## src/rtl/stopwatch_time_core.sv

```systemverilog
// MM:SS.cc BCD stopwatch driven by the centisecond tick, with start/stop, lap freeze and clear.
// Optional STOPWATCH_OVERFLOW_HOLD_EN: saturate at MIN_LIMIT:59.99 and flag overflow instead of wrapping.
module stopwatch_time_core #(
  parameter int MIN_LIMIT = 59  // legal range 1..99
) (
  input  logic       clk,
  input  logic       reset,
  input  logic       tick_cs,
  input  logic       start_stop,
  input  logic       lap,
  input  logic       clear,
  output logic [3:0] min_t,
  output logic [3:0] min_o,
  output logic [3:0] sec_t,
  output logic [3:0] sec_o,
  output logic [3:0] cs_t,
  output logic [3:0] cs_o,
  output logic       running,
  output logic       lap_active
`ifdef STOPWATCH_OVERFLOW_HOLD_EN
  ,
  output logic       overflow
`endif
);

  typedef enum logic [1:0] {IDLE, RUN, LAP, STOP} state_t;

  typedef struct packed {
    logic [3:0] min_t;
    logic [3:0] min_o;
    logic [3:0] sec_t;
    logic [3:0] sec_o;
    logic [3:0] cs_t;
    logic [3:0] cs_o;
  } bcd_time_t;

  localparam logic [3:0] MIN_T_LIM = 4'(MIN_LIMIT / 10);
  localparam logic [3:0] MIN_O_LIM = 4'(MIN_LIMIT % 10);

  state_t    state, state_nxt;
  bcd_time_t cnt, cnt_nxt, cnt_inc;
  bcd_time_t snap, snap_nxt;
  bcd_time_t disp;
  logic      count_en;

  // Next-state decode: clear beats start_stop, which beats lap.
  always_comb begin
    state_nxt = state;
    if (clear) begin
      state_nxt = IDLE;
    end else if (start_stop) begin
      case (state)
        IDLE:    state_nxt = RUN;
        RUN:     state_nxt = STOP;
        LAP:     state_nxt = STOP;
        STOP:    state_nxt = RUN;
        default: state_nxt = IDLE;
      endcase
    end else if (lap) begin
      case (state)
        RUN:     state_nxt = LAP;
        LAP:     state_nxt = RUN;
        STOP:    state_nxt = IDLE;
        default: state_nxt = state;
      endcase
    end
  end

  always_ff @(posedge clk or posedge reset) begin
    if (reset) state <= IDLE;
    else       state <= state_nxt;
  end

  // BCD ripple increment; minutes at the limit fold the whole count back to zero.
  always_comb begin
    cnt_inc = cnt;
    if (cnt.cs_o != 4'd9) begin
      cnt_inc.cs_o = cnt.cs_o + 4'd1;
    end else begin
      cnt_inc.cs_o = 4'd0;
      if (cnt.cs_t != 4'd9) begin
        cnt_inc.cs_t = cnt.cs_t + 4'd1;
      end else begin
        cnt_inc.cs_t = 4'd0;
        if (cnt.sec_o != 4'd9) begin
          cnt_inc.sec_o = cnt.sec_o + 4'd1;
        end else begin
          cnt_inc.sec_o = 4'd0;
          if (cnt.sec_t != 4'd5) begin
            cnt_inc.sec_t = cnt.sec_t + 4'd1;
          end else begin
            cnt_inc.sec_t = 4'd0;
            if (cnt.min_t == MIN_T_LIM && cnt.min_o == MIN_O_LIM) begin
              cnt_inc.min_t = 4'd0;
              cnt_inc.min_o = 4'd0;
            end else if (cnt.min_o != 4'd9) begin
              cnt_inc.min_o = cnt.min_o + 4'd1;
            end else begin
              cnt_inc.min_o = 4'd0;
              cnt_inc.min_t = cnt.min_t + 4'd1;
            end
          end
        end
      end
    end
  end

  assign count_en = (state == RUN || state == LAP) && tick_cs && !clear;

`ifdef STOPWATCH_OVERFLOW_HOLD_EN
  logic ovf, ovf_nxt;
  logic at_max;
  assign at_max = (cnt == {MIN_T_LIM, MIN_O_LIM, 4'd5, 4'd9, 4'd9, 4'd9});
`endif

  always_comb begin
    cnt_nxt  = cnt;
    snap_nxt = snap;
`ifdef STOPWATCH_OVERFLOW_HOLD_EN
    ovf_nxt  = ovf;
`endif
    if (clear) begin
      cnt_nxt  = '0;
      snap_nxt = '0;
`ifdef STOPWATCH_OVERFLOW_HOLD_EN
      ovf_nxt  = 1'b0;
`endif
    end else if (!start_stop && lap && state == STOP) begin
      cnt_nxt  = '0;
      snap_nxt = '0;
`ifdef STOPWATCH_OVERFLOW_HOLD_EN
      ovf_nxt  = 1'b0;
`endif
    end else begin
      // Snapshot takes the pre-increment value even when a tick lands in the same cycle.
      if (!start_stop && lap && state == RUN) snap_nxt = cnt;
      if (count_en) begin
`ifdef STOPWATCH_OVERFLOW_HOLD_EN
        if (at_max) ovf_nxt = 1'b1;
        else        cnt_nxt = cnt_inc;
`else
        cnt_nxt = cnt_inc;
`endif
      end
    end
  end

  always_ff @(posedge clk or posedge reset) begin
    if (reset) begin
      cnt  <= '0;
      snap <= '0;
    end else begin
      cnt  <= cnt_nxt;
      snap <= snap_nxt;
    end
  end

`ifdef STOPWATCH_OVERFLOW_HOLD_EN
  always_ff @(posedge clk or posedge reset) begin
    if (reset) ovf <= 1'b0;
    else       ovf <= ovf_nxt;
  end
  assign overflow = ovf;
`endif

  assign disp       = (state == LAP) ? snap : cnt;
  assign min_t      = disp.min_t;
  assign min_o      = disp.min_o;
  assign sec_t      = disp.sec_t;
  assign sec_o      = disp.sec_o;
  assign cs_t       = disp.cs_t;
  assign cs_o       = disp.cs_o;
  assign running    = (state == RUN) || (state == LAP);
  assign lap_active = (state == LAP);

endmodule

```

## config.mk

```make
export PLATFORM = sky130hd
export DESIGN_NAME = stopwatch_time_core
export DESIGN_NICKNAME = d
export VERILOG_FILES = /design/src/rtl/stopwatch_time_core.sv
export SDC_FILE = /design/constraint.sdc
export NUM_CORES = 1
export LEC_CHECK = 0
export BUFFER_PORTS_ARGS = -buffer_cell sky130_fd_sc_hd__buf_2
export CORE_MARGIN = 10
export CORE_UTILIZATION = 52
export CTS_CLUSTER_DIAMETER = 80
export CTS_CLUSTER_SIZE = 8
export DETAILED_ROUTE_END_ITERATION = 10
export GPL_ROUTABILITY_DRIVEN = 0
export GPL_TIMING_DRIVEN = 0
export HOLD_SLACK_MARGIN = 0.1
export MAX_ROUTING_LAYER = met4
export PLACE_DENSITY = 0.76
export SLEW_MARGIN = 10
export SYNTH_ARGS = -nofsm -noshare
export SYNTH_HDL_FRONTEND = slang
export SYNTH_SLANG_ARGS = --single-unit
export TNS_END_PERCENT = 50
```

## constraint.sdc

```tcl
create_clock -name clk -period 3.9 [get_ports clk]
set_input_delay 0.78 -clock clk [delete_from_list [all_inputs] [get_ports clk]]
set_output_delay 0.78 -clock clk [all_outputs]
set_load 0.01 [all_outputs]
```

; After elaboration in Yosys (flattened, before gate mapping)
; Index checks and enable logic that the tools add are counted.
[op_classes]
add_sub_neg = 6
eq_ne = 15
muxes = 23
reduce_logical = 22
[ops]
columns = op, count
row1 = 2-to-1 mux 24 bit, 7
row2 = "adder 4 x 1 -> 4 bit, second input constant", 6
row3 = 2-to-1 mux 4 bit, 6
row4 = 2-to-1 mux 20 bit, 1
row5 = 2-to-1 mux 16 bit, 1
row6 = 2-to-1 mux 8 bit, 2
row7 = "inequality test 4 bit, second input constant", 4
row8 = 2-to-1 mux 12 bit, 1
row9 = "inequality test 3 x 2 -> 1 bit, second input constant", 4
row10 = nonzero test 3 bit, 3
row11 = "inequality test 4 x 3 -> 1 bit, second input constant", 2
row12 = logical AND 1 bit, 6
row13 = 2-to-1 mux 2 bit, 3
row14 = case mux 2 bit (3 select lines), 1
row15 = AND reduction 6 bit, 1
row16 = AND reduction 5 bit, 1
row17 = nonzero test 5 bit, 1
row18 = "equality test 2 bit, second input constant", 2
row19 = "equality test 4 x 3 -> 1 bit, second input constant", 1
row20 = "equality test 4 bit, second input constant", 1
row21 = case mux 2 bit (2 select lines), 1
row22 = AND reduction 2 bit, 2
row23 = AND reduction 4 bit, 1
row24 = OR reduction 2 bit, 2
row25 = 5 further kinds, 6
[word_totals]
regBits = 50
inputBits = 6
output_inout_bits = 26
elab_cells = 79

; Depth between registers and ports, before layout
; Gate-level depths: netlist (run 1).
[logic_depth]
ltp_word = 10
ltp_mapped = 7
mapped_depth_nobuf = 6

; Least setup slack after synthesis (run 1)
; No wires, ideal clock.
[synth_path]
path_type = register to output
from = register state[0]
to = output cs_o[3]
arrival_ps = 1638
setup_slack_ps = 1482
path_stages_with_launch = 6
path_cell_list = dfrtp_1 > inv_1 > ha_1 > clkbuf_1 > clkbuf_1 > mux2_2
[synth_via]
elab_chain_len = 2
[synth_rtl]
columns = item, line_no
row1 = "start, declared", 40  ; state_t state, state_nxt;
row2 = "start signal, assigned", 71  ; else state <= state_nxt;
row3 = equality test 2 bit, -
row4 = named net lap_active, 19  ; output logic lap_active
row5 = 2-to-1 mux 24 bit, 166  ; assign disp = (state == LAP) ? snap : cnt;
row6 = "end, declared", 17  ; output logic [3:0] cs_o,
; The timed path passes the listed nets, and every way through them passes these cells.

; Worst setup path after layout (run 1)
[layout_path]
from = register state[0]
to = output sec_o[3]
[layout_via]
elab_chain_len = 2
[layout_rtl]
columns = item, line_no
row1 = equality test 2 bit, 166
row2 = 2-to-1 mux 24 bit, 166
row3 = "end, declared", 15  ; output logic [3:0] sec_o,
; No other way between the ends.

==> results of run 1 <==
power breakdown:
group | switching (mW) | internal (mW) | total (mW)
Sequential | 0.0113 | 0.525 | 0.537
Clock | 0.162 | 0.124 | 0.286
Combinational | 0.0792 | 0.0393 | 0.118
Total | 0.253 | 0.689 | 0.941
routing by layer:
layer	share of wire, %	routed length (µm)	vias to the layer above	GRT usage (%)
met5	0	0	-	-
met4	0.43	29	0	3.92
met3	5.7	384	2	3.60
met2	47	3150	46	24.4
met1	47	3130	1157	21.9
li1	-	-	1186	-
state kept, by name (all words and copies together), names as in the netlist:
register / cells
state: 2
snap: 24
cnt: 24
critical path: stages (launching register included):
cell	delay, ps
sky130_fd_sc_hd__dfrtp_1	420
sky130_fd_sc_hd__inv_1	70
sky130_fd_sc_hd__ha_1	150
sky130_fd_sc_hd__clkbuf_1	290
sky130_fd_sc_hd__clkbuf_1	580
sky130_fd_sc_hd__mux2_2	420
sky130_fd_sc_hd__buf_2	140
how the worst max path moves through the flow:
stage                              start        to  slack (ps)  depth (start not counted)
finish              state[0]$_DFFE_PP0P_  sec_o[3]         740                          6
CTS                 state[0]$_DFFE_PP0P_  sec_o[3]         730                          6
global placement    state[0]$_DFFE_PP0P_  sec_o[3]        1110                          6
detailed placement  state[0]$_DFFE_PP0P_  sec_o[3]        1070                          6
floorplan           state[0]$_DFFE_PP0P_   cs_o[3]        1480                          5
global route        state[0]$_DFFE_PP0P_  sec_o[3]         610                          6
metrics by stage:
| stage | setup WS [ps] | instances |
|---|---|---|
| floorplan | 1480 | 320 |
| global placement | 1110 | 421 |
| detailed placement | 1070 | 422 |
| CTS | 728 | 429 |
| global route | 613 | 429 |
| finish | 741 | 429 |
cells in the mapped netlist (all sizes together), types with 2 or more instances:
library cell / number
nand2b: 2
nand2: 68
nor2b: 2
dfrtp: 50
clkbuf: 12
nor4: 4
nor3: 3
buf: 6
nand3: 10
or4: 6
mux2i: 4
ha: 15
mux2: 16
o31ai: 4
or3: 4
a21oi: 42
and2: 2
o21ai: 17
nor2: 14
nand3b: 4
a31oi: 2
and3b: 5
nand4: 2
inv: 15
cells by family (layout without fill, tap and decap cells):
logic type	after synthesis	after routing	synth area share, %
AO/OA/AOI/OAI	70	70	13.5
adder cells (fa/ha/maj)	15	15	6.59
buffers and inverters	33	72	4.92
flip-flops	50	50	43.9
multiplexers	20	20	7.73
AND/OR/NAND/NOR	132	132	23.3
cell type report:
class	instances	area share, %
Buffer	18	2.63
Clock buffer	7	2.39
Inverter	15	1.77
Multi-Input combinational cell	237	45.7
Sequential cell	50	39.3
Tap cell	70	2.75
Timing Repair Buffer	32	5.50
==> parameters.txt, run 1 <==
Parameter                              Value

Synthesis
  Top FF cell, synth ... sky130_fd_sc_hd__dfrtp_1
  Gate count of the mapped netlist ... 320
  Nets in the synthesized netlist ... about 340
  Distinct cells, synth ... 40
  Count of warnings emitted by yosys ... 0
  Netlist area before placement ... ~0.0028 mm²
  Proportion of synthesized chip area in sequential cells ... between 40% and 50%
  Async SR Flop Fraction ... between 90% and 100%
  Fraction of post-synthesis cell area in the top cell type by area ... 43.9%
  Number of synthesized flops with an enable pin ... 0
  Largest area contributor in the netlist ... sky130_fd_sc_hd__dfrtp_1
  Post-Synthesis Mean Instance Area ... between 8 and 9 µm²
  Synth top area cells ... sky130_fd_sc_hd__dfrtp_1, sky130_fd_sc_hd__nand2_1, sky130_fd_sc_hd__a21oi_1, sky130_fd_sc_hd__ha_1, sky130_fd_sc_hd__mux2_2
  Flip-flop and latch count after synthesis ... 50

Critical path
  Cells on worst reg2reg path ... 7
  Register-to-register setup slack ... ~1700 ps
  R2R Path Start ... state[0]$_DFFE_PP0P_
  CP required ... between 3000 and 4000 ps
  Category of the critical setup timing path ... register to primary output
  Highest net fanout along the worst path ... 10
  Crit end category ... primary output
  Worst Path Arrival ... 2380 ps
  Worst Setup Start Kind ... register
  Reg2Reg Capture Point ... cnt[15]$_DFFE_PP0P_

STA
  Final clock period utilization by the worst path ... 81.0%
  Smallest hold slack ... a little under 500 ps
  TNS Setup ... 0 ps
  Final hold violation count ... 0
  Slew of the pin with the lowest slew margin ... between 600 and 700 ps
  Setup repair after global routing missed its margin ... no
  Crit path time final ... roughly 3200 ps
  Count of pins over their slew limit ... 0
  Maximum clock skew at final layout ... 8.65 ps
  Final setup vio count ... 0
  Max Freq ... between 0.3 and 0.4 GHz
  Rel. slew slack ... a little over half

Worst hold path
  Hold WC Path Type ... input pin to asynchronous set/reset pin

Outcome
  Outcome ... completed

Placement
  PortBufs ... 31
  HPWL after DPL ... 4780 µm
  Post-detailed-placement cell area ... 0.00311 mm²

CTS
  Clock latency reported for the late side of the worst-skew pair ... ~300 ps
  Hold-fix buffer count after cts ... 0
  H-tree Lvls ... 2
  Root Driver ... sky130_fd_sc_hd__clkbuf_8
  Count of buffers added by post-CTS timing repair for setup ... 0
  Clock buffers created by TritonCTS ... 5
  CTS clock-pin slew for the worst setup and hold paths ... approximately 90 ps
  Max clock buf depth ... 2
  TritonCTS sink count ... 50
  TritonCTS clock tree ... done
  Number of gates resized after cts ... 0

Detailed routing
  Routed wire length per instance ... 15.6 µm
  Via count normalized by instance count ... about 5.6
  Routed via count ... 2391
  Aggregate routed wire length ... 6700 µm
  Iteration-0 DRC Markers ... about 120
  First-pass iteration count of the detailed router ... 5
  Antenna-violating nets left ... 0
  Post-detailed-route DRC marker count ... 0

Global route
  Total routing resource utilization after global routing ... 16.3%
  Number of antenna violations at the first check in global routing ... 0
  Largest net degree at the start of global routing ... 31
  Vias in the first global route ... around 2300
  Global-route wire length before repair ... 11300 µm
  Final global-route overflow total ... 0

Layout
  Multi-input gate area ... 0.00146 mm²
  Fillers ... approximately 480
  Flip-flop and latch area ... ~0.0013 mm²
  Final net count ... 380
  Number of antenna repair diodes ... 0
  Fraction of final layout cells sized beyond drive strength 1 ... 18.4%
  Most common cell after layout, fill and taps aside ... sky130_fd_sc_hd__nand2_1
  Most frequent cells in the layout ... sky130_fd_sc_hd__nand2_1, sky130_fd_sc_hd__dfrtp_1, sky130_fd_sc_hd__a21oi_1, sky130_fd_sc_hd__buf_2, sky130_fd_sc_hd__o21ai_0
  Share of the core filled with cells in the final layout ... 61.2%
  Final std cell area, no fill ... around 0.0032 mm²
  P&R area growth vs syn ... 11.9%

Pwr
  Power density normalized to cell area ... 295 mW/mm²
  Leak Pwr ... 1.44 nW
  Maximum vdd drop ... ~0.17 mV
  Total chip power ... between 0.9 and 1 mW

Floorplan
  Height of the chip ... around 94 µm
  Die boundary width ... 94 µm
  I/O pin count ... 32
  Core footprint ... 0.00520 mm²
  Initial core utilization ... between 50% and 60%
  Number of core rows ... 26
  Die area ... 0.00884 mm²

Job
  Max-cap violation count ... 0
(Power assumes the default switching activity.)
==> inputs of run 2 (changes only) <==
PLACE_DENSITY = 0.79   (was 0.76)
clock period = 2.8 ns   (was 3.9 ns; I/O delays follow)
==> run 2 against run 1 <==
Net effect: highest routed layer unchanged; sequential share of layout area shrank 0.077 points; critical endpoint is now sec_t[2]; combinational power is 42% higher; via count up 0.92%; power grew 40%; non-clock buffer count is the same; die area did not move; wire length is 1.5% lower; setup slack worse by 580 ps; largest power group unchanged; clock power grew 41%.
==> parameters.txt, run 2 (synthesis results as in run 1) <==
Parameter                              Value

STA
  Rel. slew slack ... 60.8%
  Setup repair after global routing missed its margin ... no
  Count of pins over their slew limit ... 0
  Maximum clock skew at final layout ... roughly 4.2 ps
  Max Freq ... 0.379 GHz
  Final clock period utilization by the worst path ... between 90% and 100%
  TNS Setup ... 0 ps
  Crit path time final ... 2640 ps
  Slew of the pin with the lowest slew margin ... 588 ps
  Final setup vio count ... 0
  Final hold violation count ... 0

Placement
  PortBufs ... 31
  HPWL after DPL ... ~4800 µm

Layout
  Share of the core filled with cells in the final layout ... between 60 and 70%
  P&R area growth vs syn ... 12.1%
  Most frequent cells in the layout ... sky130_fd_sc_hd__nand2_1, sky130_fd_sc_hd__dfrtp_1, sky130_fd_sc_hd__a21oi_1, sky130_fd_sc_hd__buf_2, sky130_fd_sc_hd__o21ai_0
  Number of antenna repair diodes ... 0
  Flip-flop and latch area ... approximately 0.0013 mm²
  Fillers ... between 400 and 500
  Final net count ... 380
  Most common cell after layout, fill and taps aside ... sky130_fd_sc_hd__nand2_1
  Multi-input gate area ... 0.00146 mm²
  Fraction of final layout cells sized beyond drive strength 1 ... between 10% and 20%
  Largest registers ... cnt: 24 flops, snap: 24 flops, state: 2 flops

CTS
  TritonCTS clock tree ... done
  Clock latency reported for the late side of the worst-skew pair ... ~300 ps
  H-tree Lvls ... 2
  CTS clock-pin slew for the worst setup and hold paths ... about 80 ps
  Hold-fix buffer count after cts ... 0
  Root Driver ... sky130_fd_sc_hd__clkbuf_8
  Clock buffers created by TritonCTS ... 5
  Max clock buf depth ... 2
  Count of buffers added by post-CTS timing repair for setup ... 0
  TritonCTS sink count ... 50

Floorplan
  Number of core rows ... 26
  I/O pin count ... 32
  Core footprint ... 0.00520 mm²
  Die boundary width ... between 90 and 100 µm
  Initial core utilization ... between 50% and 60%
  Height of the chip ... between 90 and 100 µm
  Die area ... roughly 0.0088 mm²

Critical path
  Category of the critical setup timing path ... register to primary output
  R2R Path Start ... state[0]$_DFFE_PP0P_
  Highest net fanout along the worst path ... 10
  Largest stage delay on the critical path ... roughly 420 ps
  Buffer and inverter count on the worst path ... 4
  Worst Path Arrival ... around 2100 ps
  Cells on worst reg2reg path ... 7
  CP required ... approximately 2200 ps
  Critical Path Slowest Stage Cell ... sky130_fd_sc_hd__dfrtp_1
  Worst Setup Start Kind ... register
  Cells traversed along the worst timing path ... inv_1 > ha_1 > clkbuf_1 > clkbuf_4 > mux2_2 > buf_2
  Register-to-register setup slack ... a little over 600 ps
  Crit end category ... primary output
  Delay-heaviest family, CP ... buffers and inverters
  Reg2Reg Capture Point ... cnt[22]$_DFFE_PP0P_

Pwr
  Total chip power ... 1.32 mW
  Power density normalized to cell area ... between 400 and 500 mW/mm²
  Leak Pwr ... roughly 1.5 nW
  Maximum vdd drop ... a little over 0.3 mV

Global route
  Final global-route overflow total ... 0
  Global-route wire length before repair ... roughly 12000 µm
  Largest net degree at the start of global routing ... 35
  Total routing resource utilization after global routing ... between 15 and 20%
  Number of antenna violations at the first check in global routing ... 0
  Vias in the first global route ... ~2400

Job
  Max-cap violation count ... 0

Worst hold path
  Hold WC Path Type ... input pin to asynchronous set/reset pin

Detailed routing
  Routed wire length per instance ... approximately 15 µm
  Aggregate routed wire length ... ~6600 µm
  Post-detailed-route DRC marker count ... 0
  First-pass iteration count of the detailed router ... 4
  Via count normalized by instance count ... approximately 5.6
  Antenna-violating nets left ... 0
  Routed via count ... ~2400
  Iteration-0 DRC Markers ... 222

Outcome
  Outcome ... completed
run 2: changes by cell type in the layout (fill, tap and decap cells not counted):
cell                       delta
sky130_fd_sc_hd__clkbuf_4     +1
sky130_fd_sc_hd__clkbuf_2     +2
sky130_fd_sc_hd__clkbuf_1     -3
run 2: metrics by stage:
stage               instances  instance area, µm²  hold WS (ps)  worst slack (ps)
floorplan                 320                2850           485               602
global placement          421                3090           505               185
detailed placement        422                3110           511               167
CTS                       429                3190           245              77.8
global route              429                3190           261              24.0
finish                    429                3190           233               163
run 2: how the worst max path moves through the flow:
stage,startpoint,to,slack (ps),cells past startpoint
6_report,state[0]$_DFFE_PP0P_,sec_t[2],160,6
5_1_grt,state[0]$_DFFE_PP0P_,min_o[3],20,6
3_3_place_gp,state[0]$_DFFE_PP0P_,cs_t[3],180,6
3_5_place_dp,state[0]$_DFFE_PP0P_,cs_t[3],170,6
2_1_floorplan,state[0]$_DFFE_PP0P_,cs_o[3],600,5
4_1_cts,state[0]$_DFFE_PP0P_,cs_t[3],80,6
run 2: routing by layer:
metal / GRT usage [%] / up-vias / wire length (µm)
met2: 25.9 / 68 / 3060
met4: 4.30 / 0 / 55
met1: 21.8 / 1148 / 3040
li1: - / 1191 / -
met3: 2.80 / 6 / 444
met5: - / - / 0
run 2: layout make-up:
class | instances | area share, %
repair buffers | 32 | 5.49
clock buffers | 7 | 2.39
plain buffers | 18 | 2.82
inverters | 15 | 1.76
well taps | 70 | 2.74
multi-input cells | 237 | 45.6
flip-flops and latches | 50 | 39.2
run 2: where the power goes:
group / internal [mW] / switching, mW / total (mW) / leakage, nW
combinational: 0.0562 / 0.111 / 0.167 / 0.720
clock: 0.173 / 0.231 / 0.404 / 0.0383
sequential: 0.732 / 0.0164 / 0.748 / 0.694
total: 0.961 / 0.358 / 1.32 / 1.45
run 2: what timing repair did:
| action | in CTS | in global routing |
|---|---|---|
| endpoints found under the setup margin | 13 | 14 |
| gates resized for setup | 2 | 4 |
| hold endpoints to repair | 0 | 0 |
